===== src/rtl/logic_seq.sv =====
// logic_seq: issue/sequencing stage in front of the 16-bit logical unit.
// Takes one request at a time, decodes the opcode into the unit's ASCII
// select string, and repeats single-bit shift/rotate ops by feeding the unit's
// output back into its a operand. The result and its flags are then held until
// the consumer takes them.
// Optional feature: define LOGIC_SEQ_CARRY_EN to add the out_c carry output.
//
// Handshake rules: a transfer happens on a rising edge where valid && ready.
// A producer holds valid and its payload stable until that edge. in_ready is
// high only in IDLE outside reset. out_valid stays high, with out_x and the
// flags stable, until the edge where out_ready is also high.
module logic_seq #(
    parameter int CNT_W = 4,
    parameter int SEL_W = 25
) (
    input  logic             clk,
    input  logic             rst,
    input  logic             in_valid,
    output logic             in_ready,
    input  logic [3:0]       in_op,
    input  logic [15:0]      in_a,
    input  logic [15:0]      in_b,
    input  logic [CNT_W-1:0] in_cnt,
    output logic [15:0]      lu_a,
    output logic [15:0]      lu_b,
    output logic [SEL_W-1:0] lu_sel,
    input  logic [15:0]      lu_x,
    output logic             out_valid,
    input  logic             out_ready,
    output logic [15:0]      out_x,
    output logic             out_z,
    output logic             out_n,
    output logic             out_err,
`ifdef LOGIC_SEQ_CARRY_EN
    output logic             out_c,
`endif
    output logic [1:0]       dbg_state
);

    localparam logic [1:0] IDLE = 2'd0;
    localparam logic [1:0] RUN  = 2'd1;
    localparam logic [1:0] DONE = 2'd2;

    logic [1:0]       state;
    logic [15:0]      acc;
    logic [15:0]      b_r;
    logic [3:0]       op_r;
    logic [CNT_W-1:0] rem;
    logic [23:0]      sel24;
    logic             in_shift;
    logic             op_shift;

    // Opcodes 7..12 are the single-bit shift/rotate family that gets iterated.
    assign in_shift = (in_op >= 4'd7) && (in_op <= 4'd12);
    assign op_shift = (op_r >= 4'd7) && (op_r <= 4'd12);

`ifdef LOGIC_SEQ_CARRY_EN
    logic carry_bit;
    // Left-going ops lose bit 15, right-going ops lose bit 0.
    assign carry_bit = (op_r == 4'd7 || op_r == 4'd9 || op_r == 4'd11) ? acc[15] : acc[0];
`endif

    assign in_ready  = (state == IDLE) && !rst;
    assign out_valid = (state == DONE);
    assign lu_a      = acc;
    assign lu_b      = b_r;
    assign dbg_state = state;
    assign lu_sel    = {{(SEL_W-24){1'b0}}, sel24};

    // Opcode to ASCII select string. Illegal opcodes select nothing, so the unit returns 0.
    always_comb begin
        sel24 = 24'd0;
        case (op_r)
            4'd0:    sel24 = {16'd0, "~"};
            4'd1:    sel24 = {16'd0, "|"};
            4'd2:    sel24 = {16'd0, "&"};
            4'd3:    sel24 = {8'd0, "~&"};
            4'd4:    sel24 = {8'd0, "~|"};
            4'd5:    sel24 = {16'd0, "^"};
            4'd6:    sel24 = {8'd0, "~^"};
            4'd7:    sel24 = {8'd0, "<<"};
            4'd8:    sel24 = {8'd0, ">>"};
            4'd9:    sel24 = "asl";
            4'd10:   sel24 = "asr";
            4'd11:   sel24 = "rol";
            4'd12:   sel24 = "ror";
            4'd13:   sel24 = "cmp";
            default: sel24 = 24'd0;
        endcase
    end

    // Sequencer: accept, iterate through the unit, then hold the result until it is taken.
    always_ff @(posedge clk) begin
        if (rst) begin
            state   <= IDLE;
            acc     <= 16'd0;
            b_r     <= 16'd0;
            op_r    <= 4'd0;
            rem     <= '0;
            out_x   <= 16'd0;
            out_z   <= 1'b0;
            out_n   <= 1'b0;
            out_err <= 1'b0;
`ifdef LOGIC_SEQ_CARRY_EN
            out_c   <= 1'b0;
`endif
        end else begin
            case (state)
                IDLE: begin
                    if (in_valid) begin
                        acc  <= in_a;
                        b_r  <= in_b;
                        op_r <= in_op;
                        rem  <= in_shift ? in_cnt : CNT_W'(1);
`ifdef LOGIC_SEQ_CARRY_EN
                        out_c <= 1'b0;
`endif
                        if (in_shift && (in_cnt == '0)) begin
                            // Zero-count shift: the operand passes through untouched.
                            out_x   <= in_a;
                            out_z   <= (in_a == 16'd0);
                            out_n   <= in_a[15];
                            out_err <= 1'b0;
                            state   <= DONE;
                        end else begin
                            state <= RUN;
                        end
                    end
                end
                RUN: begin
                    acc <= lu_x;
                    rem <= rem - CNT_W'(1);
                    if (rem == CNT_W'(1)) begin
                        out_x   <= lu_x;
                        out_z   <= (lu_x == 16'd0);
                        out_n   <= lu_x[15];
                        out_err <= (op_r >= 4'd14);
`ifdef LOGIC_SEQ_CARRY_EN
                        out_c   <= op_shift ? carry_bit : 1'b0;
`endif
                        state   <= DONE;
                    end
                end
                DONE: begin
                    if (out_ready) state <= IDLE;
                end
                default: state <= IDLE;
            endcase
        end
    end

endmodule


===== config.mk =====
export PLATFORM = sky130hd
export DESIGN_NAME = logic_seq
export DESIGN_NICKNAME = d
export VERILOG_FILES = /design/src/rtl/logic_seq.sv
export SDC_FILE = /design/constraint.sdc
export NUM_CORES = 1
export LEC_CHECK = 0
export BUFFER_PORTS_ARGS = -buffer_cell sky130_fd_sc_hd__buf_2
export CORE_UTILIZATION = 30
export DETAILED_ROUTE_END_ITERATION = 10
export PLACE_DENSITY = 0.65
export SETUP_SLACK_MARGIN = 0.02
export SYNTH_ARGS = -nofsm -noshare
export SYNTH_HDL_FRONTEND = slang
export SYNTH_SLANG_ARGS = --single-unit

===== constraint.sdc =====
create_clock -name clk -period 2.66 [get_ports clk]
set_input_delay 0.133 -clock clk [delete_from_list [all_inputs] [get_ports clk]]
set_output_delay 0.133 -clock clk [all_outputs]
set_load 0.01 [all_outputs]

After elaboration in Yosys (flattened, before gate mapping)
Memory sizes are Yosys's and may differ from the RTL's. A register that Yosys moved wholly into a read port is not among the register bits.
Index checks and enable logic that the tools add are counted.
{"block": "totals", "rom_bits": 288, "word_cells": 62, "reg_bits": 61, "out_inout_bits": 80, "memories": 1}
{"name": "(name not given)", "words": 16, "word_bits": 18, "rd": 1, "rd_ports_with_merged_regs": 1, "wr": 0, "line_no": "73", "text": "case (op_r)"}
{"block": "classes", "muxes": 28, "n_eq_ne": 7, "n_lt_le_gt_ge": 3, "add_sub_neg": 1, "reduce_logical": 13}
{"cell": "16-bit 2-to-1 mux", "count": 4}
{"cell": "16-bit one-hot mux with 2 select lines", "count": 2}
{"cell": "16-bit zero test", "count": 2}
{"cell": "4-bit 2-to-1 mux", "count": 4}
{"cell": "1-bit 2-to-1 mux", "count": 9}
{"cell": "2-bit 2-to-1 mux", "count": 4}
{"cell": "4-bit one-hot mux with 2 select lines", "count": 1}
{"cell": "1-bit one-hot mux with 2 select lines", "count": 3}
{"cell": "2-bit one-hot mux with 3 select lines", "count": 1}
{"cell": "4-bit by 1-bit equality test with 1-bit output, second input constant", "count": 1}
{"cell": "4-bit by 3-bit >= comparator with 1-bit output, second input constant", "count": 1}
{"cell": "4-bit >= comparator, second input constant", "count": 1}
{"cell": "4-bit less-or-equal comparator, second input constant", "count": 1}
{"cell": "4-bit zero test", "count": 1}
{"cell": "2-bit by 1-bit inequality test with 1-bit output, second input constant", "count": 2}
{"cell": "2-bit inequality test, second input constant", "count": 2}
{"cell": "2-bit AND reduction", "count": 2}
{"cell": "4-bit AND reduction", "count": 1}
{"cell": "4-bit by 1-bit subtractor with 4-bit output, second input constant", "count": 1}
{"cell": "1-bit logical AND", "count": 3}
{"cell": "3-bit AND reduction", "count": 1}
{"cell": "2-bit by 1-bit equality test with 1-bit output, second input constant", "count": 1}
{"cell": "2-bit equality test, second input constant", "count": 1}
{"cell": "2-bit zero test", "count": 1}
{"cell": "other kinds (2)", "count": 2}

Logic depth before layout (Yosys ltp)
Gate-level depths: netlist (run 1).
{"block": "depth", "word_depth": 6, "ltp_mapped": 9, "mapped_depth_nobuf": 8}

Worst setup path before layout (run 1)
OpenSTA, ideal clock, no wires.
{"block": "synth_timing", "kind": "register to register", "startpoint": "reg state[0] (netlist: dbg_state[0])", "endpoint": "reg, netlist name sel24[14]", "arrival_ns": 2.004, "n_path_buf": 1, "setup_time_ns": 0.087, "setup_slack_ns": 0.569, "path_stages_with_launch": 9, "required_ns": 2.573, "path_cell_list": "dfxtp_1 > nor3b_4 > buf_2 > nand2_1 > a21oi_1 > ha_1 > nor2_1 > a211o_1 > o31ai_1"}
{"block": "synth_between", "elab_chain_len": 4}
{"element": "start: declaration", "line_no": "44", "text": "logic [1:0] state;"}
{"element": "start signal: assignment", "line_no": "95", "text": "state <= IDLE;"}
{"element": "start signal: assignment", "line_no": "124", "text": "state <= DONE;"}
{"element": "start signal: assignment", "line_no": "126", "text": "state <= RUN;"}
{"element": "2-bit zero test", "line_no": "108", "text": "case (state)"}
{"element": "2-bit AND reduction (no line)"}
{"element": "4-bit 2-to-1 mux (no line) (2 in series)"}
No other way between the ends.
A chain may end at the register's enable or synchronous reset.

Final worst setup path (run 1)
{"block": "layout_timing", "startpoint": "reg state[0] (netlist: dbg_state[0])", "endpoint": "reg, netlist name sel24[14]"}
{"block": "layout_between", "elab_chain_len": 4}
{"element": "2-bit zero test", "line_no": "108"}
{"element": "2-bit AND reduction (no line)"}
{"element": "4-bit 2-to-1 mux (no line) (2 in series)"}
No other way between the ends.

==> results of run 1 <==
## worst reg2reg max path: cells and delay by family (launching register included)
kind,cells,cell delay (ps)
flip-flops,1,510
adder cells (fa/ha/maj),1,360
AO/OA/AOI/OAI,3,840
AND/OR/NAND/NOR,3,400
## kinds of logic after synthesis
logic type	after synthesis
flip-flops	75
multiplexers	2
AND/OR/NAND/NOR	190
buffers and inverters	48
adder cells (fa/ha/maj)	9
other	1
AO/OA/AOI/OAI	95
## synthesized netlist by cell type, types with 4 or more instances
cell type  number
o21ai_0         6
a311oi_1       16
buf_4          15
inv_1           4
dfxtp_1        75
nand2_1       108
buf_2          10
nand2b_1        5
nand3b_1        4
a311oi_2       16
nor4_1          7
nor2b_1         7
ha_1            9
nor2_1         41
a21oi_1        30
clkbuf_1       13
## layout make-up
class	instances	area share, %
well taps	143	3.92
multi-input cells	303	39.4
flip-flops and latches	75	32.9
clock inverters	5	1.65
inverters	6	0.603
clock buffers	11	5.54
repair buffers	141	16.0
## worst paths after layout
check                                   from   endpoint  slack [ps]  cells after the start
worst max-delay path            dbg_state[0]  sel24[14]         470                      7
worst min-delay path                in_b[12]   lu_b[12]          40                      3
worst max register to register  dbg_state[0]  sel24[14]         470                      7
worst min register to register       lu_b[5]    lu_b[5]         450                      2
## power by group
part | switching (mW) | total, mW | internal (mW)
Combinational | 0.426 | 0.701 | 0.275
Clock | 0.461 | 1.33 | 0.868
Sequential | 0.0661 | 1.31 | 1.24
## metal layers
layer  up-vias  wire length (µm)  share of wire [%]  track usage (%)
met3         8               668                6.7             4.10
li1       1680                 -                  -                -
met1      1585              4520                 46             19.9
met2       134              4560                 46             25.4
met4         0               155                1.6             7.47
met5         -                 0                  0                0
## per-stage QoR
step	utilization (%)	power [mW]
3_5_place_dp	36.9	2.03
4_1_cts	39.8	3.38
5_1_grt	39.8	3.50
6_report	39.8	3.34
2_1_floorplan	-	1.79
3_3_place_gp	36.9	2.01
## registers in the layout (all words and copies together), names as in the netlist
name	count
out_err	1
dbg_state	2
rem	4
lu_a	16
sel24	15
out_x	16
op_r	4
lu_b	16
out_z	1
==> flow_summary.yaml, run 1 <==
outcome:
  run_status: "completed"
finish:
  areaGrowthSynthToFinish_pct: 28.6
  final_common_cell: "buf_2"
  num_antenna_cells: 0
  mostFrequentLayoutCells: "buf_2, nand2_1, dfxtp_1"
  nets: 605
  drive_above_1_share_pct: 33.5
  multi_input_area_um2: 1800
  regArea_um2: 1500
  final_area_um2: 4560
  n_fill_cell: 1153
  final_cell_count_no_fill: 684
sta:
  setup_ws_ps: 466
  rsz0062_at_grt: "false"
  relSlewSlack_pct: 51.8
  finalSetupViolCount: 0
  max_freq_mhz: 456
  drv_slew: 0
  hold_viol: 0
  post-route-period-util_pct: 82.5
  finClkSkew_ps: 2.78
  worst_pin_slew_ps: 723
  fin_setup_tns_ps: 0
  hold_ws_ps: 44.4
  fin_crit_ps: 2190
global_route:
  grt_pass1_wl_um: 15500
  overflow: 0
  antenna_found_initial: 0
  grt_util_all_layers_pct: 15.9
  grt_max_degree: 58
  grt_pass1_vias: 3169
logic_synthesis:
  synth_seq_cells: 75
  synth_top_family_by_area: "simple AND/OR/NAND/NOR gates"
  synthCells: 420
  synth.top_cell.area_share_pct: 42.3
  synth_edf_count: 0
  synthesis.area_um2: 3550
  yosysTopAreaCell: "dfxtp_1"
  avgSynthCellArea_um2: 8.45
  yosys.area_share.simple_pct: 24.0
  ys_async_sr_fraction_pct: 0
  synthAdderAreaFrac_pct: 3.17
  yosysSeqAreaShare_pct: 42.3
  synth-compound-area-share_pct: 22.1
  synth.area.top_cells: "dfxtp_1, nand2_1, a311oi_2"
  synth.distinct_cells: 52
  synth_xor_area_share_pct: 0
  ys_warn_count: 0
  ys.flop_type: "dfxtp_1"
  muxShareOfSynthArea_pct: 0.564
power_and_ir_drop:
  pwr_density_cell_nw_per_um2: 732
  max-vdd-ir-drop_mv: 0.312
  leakagePower_nw: 2.02
critical_path:
  cp_top_family: "compound AO/OA/AOI/OAI gates"
  cp-start-kind: "flop"
  critical-path-max-stage-delay_ps: 510
  crit_type: "reg2reg"
  cp.buffers_inverters: 0
  required_ps: 2900
  arrival_ps: 2440
  worstPathCellList: "or3b_1, nand2_1, a21oi_1, ha_1, nor2_1, a211o_1, o31ai_1"
  path_max_fanout: 8
  slowest_stage: "dfxtp_1"
  critPathCaptureType: "flop"
drt:
  drt-wirelength-per-cell_um: 14.5
  vias: 3407
  drc: 0
  drt-pass1-iter-count: 4
  routed_wl_um: 9900
  avgViaCountPerCell: 4.98
  drtAntennaViolNets: 0
  first_iter_violations: 316
floorplan:
  fp.dieW_um: 111
  core_um2: 11500
  start_util_pct: 30.9
  io_pins: 140
  die-area_um2: 12300
  core.rowCount: 39
  die_h_um: 111
flow_run:
  drv_cap: 0
placement:
  dpl.hpwl_um: 7120
  port_buffers: 132
  dp_slack_ps: 498
  place_area_um2: 4230
  dp.cells: 668
  gp_congestion: 0.861
clock_tree:
  cts.sinks: 75
  root_buffer: "clkbuf_16"
  cts_hold_buffers: 0
  tritoncts: "built"
  htreeDepth: 3
  clk_pin_slew_worst_paths_ps: 60
  clk_path_buf_depth: 2
  ctsResizeCount: 0
  numCtsBuffers: 9
  clk_latency_ps: 320
  post_cts_buffers: 0
worst_hold_path:
  worst_hold_path_type: "in2reg"
Note: power is estimated with default switching activity, not from simulation.
==> run 2: changes to the inputs <==
clock period = 2.21 ns   (was 2.66 ns; I/O delays follow)
==> run 2 against run 1 <==
Net effect:
- sequential power up 20%
- cell count up 0.73%
- die area unchanged
- utilization rose by 0.24 points
- via count rose by 0.97%
- combinational power increased by 24%
- hold slack got worse by 37 ps
- flip-flop and latch count did not move
- worst setup slack worse by 300 ps
- count of clock-buffer cells in the layout is 2 higher
- final area is 0.60% higher
- first-iteration DRC count decreased by 13%
- critical path type unchanged
- highest routed layer unchanged
==> flow_summary.yaml, run 2 (synthesized netlist as in run 1, its figures left out) <==
placement:
  dp_slack_ps: 191
  dpl.hpwl_um: 7450
  gp_congestion: 0.832
  port_buffers: 132
global_route:
  grt_max_degree: 37
  grt_util_all_layers_pct: 16.4
  grt_pass1_vias: 3161
  antenna_found_initial: 0
  overflow: 0
  grt_pass1_wl_um: 16000
critical_path:
  cp_top_family: "simple AND/OR/NAND/NOR gates"
  reg2reg_depth: 8
  arrival_ps: 2270
  cp_common_cell: "a21oi_1"
  cp.buffers_inverters: 1
  worstPathCellList: "or3b_1, nand2_1, a21oi_1, buf_4, ha_1, nor2_1, a21oi_1, o21a_1"
  path_max_fanout: 8
  required_ps: 2440
  slowest_stage: "or3b_1"
  cp-start-kind: "flop"
  r2r_slack_ps: 170
  cp_num_cells: 8
  critical-path-max-stage-delay_ps: 480
  crit_type: "reg2reg"
  critPathCaptureType: "flop"
floorplan:
  die_h_um: 111
  die-area_um2: 12300
  start_util_pct: 30.9
  io_pins: 140
  core.rowCount: 39
  fp.dieW_um: 111
  core_um2: 11500
clock_tree:
  htreeDepth: 3
  cts_hold_buffers: 2
  cts.sinks: 75
  root_buffer: "clkbuf_16"
  numCtsBuffers: 9
  clk_latency_ps: 330
  clk_path_buf_depth: 2
  ctsResizeCount: 0
  tritoncts: "built"
  post_cts_buffers: 0
  clk_pin_slew_worst_paths_ps: 60
sta:
  finalSetupViolCount: 0
  rsz0062_at_grt: "false"
  post-route-period-util_pct: 92.5
  finClkSkew_ps: 4.59
  fin_crit_ps: 2040
  fin_setup_tns_ps: 0
  setup_ws_ps: 166
  max_freq_mhz: 489
  hold_viol: 0
  drv_slew: 0
finish:
  num_antenna_cells: 0
  mostFrequentLayoutCells: "buf_2, nand2_1, dfxtp_1"
  nets: 611
  areaGrowthSynthToFinish_pct: 29.4
  drive_above_1_share_pct: 33.5
  regArea_um2: 1500
  final_common_cell: "buf_2"
  multi_input_area_um2: 1800
  n_fill_cell: 1156
worst_hold_path:
  holdPathStages: 3
  worst_hold_path_type: "in2reg"
drt:
  drc: 0
  drtAntennaViolNets: 0
  drt-wirelength-per-cell_um: 14.6
  vias: 3440
  avgViaCountPerCell: 4.99
  routed_wl_um: 10000
  drt-pass1-iter-count: 4
  first_iter_violations: 275
power_and_ir_drop:
  leakagePower_nw: 2.03
  max-vdd-ir-drop_mv: 0.446
  pwr_density_cell_nw_per_um2: 834
flow_run:
  drv_cap: 0
outcome:
  run_status: "completed"
run 2: per-stage QoR:
step | cell area (µm²) | hold WS, ps | std cells | power, mW | util (%)
floorplan | 3570 | 246 | 426 | 2.15 | -
global placement | 4290 | 352 | 672 | 2.45 | 37.4
detailed placement | 4290 | 357 | 672 | 2.47 | 37.4
CTS | 4590 | 0.949 | 689 | 3.87 | 40.0
global route | 4590 | 18.2 | 689 | 4.02 | 40.0
finish | 4590 | 7.08 | 689 | 3.83 | 40.0
run 2: path summary, 6_finish.rpt:
check / to / startpoint
hold / removal: lu_b[1] / in_b[1]
setup reg to reg: sel24[11] / dbg_state[1]
hold reg to reg: lu_b[5] / lu_b[5]
setup / recovery: sel24[11] / dbg_state[1]
run 2: per-layer routing:
metal	GRT usage (%)	wire length, µm	vias to the layer above
met2	25.8	4640	133
met1	20.9	4510	1600
li1	-	-	1691
met3	3.77	656	16
met4	8.80	233	0
met5	0	0	-
run 2: area by class of cell:
type | count | share of cell area [%]
inverter | 6 | 0.600
clock inverter | 2 | 0.218
timing repair buffer | 147 | 17.5
multi-input combinational | 303 | 39.2
clock buffer | 13 | 5.89
sequential | 75 | 32.7
tap | 143 | 3.90
run 2: worst reg2reg max path: stages (launching register included):
cell     delay, ps
dfxtp_1        390
or3b_1         480
nand2_1        130
a21oi_1         70
buf_4          160
ha_1           240
nor2_1         230
a21oi_1         70
o21a_1         170
run 2: report_power, final:
part / internal (mW) / switching, mW
Combinational: 0.350 / 0.520
Clock: 0.842 / 0.541
Sequential: 1.50 / 0.0779
Total: 2.69 / 1.14
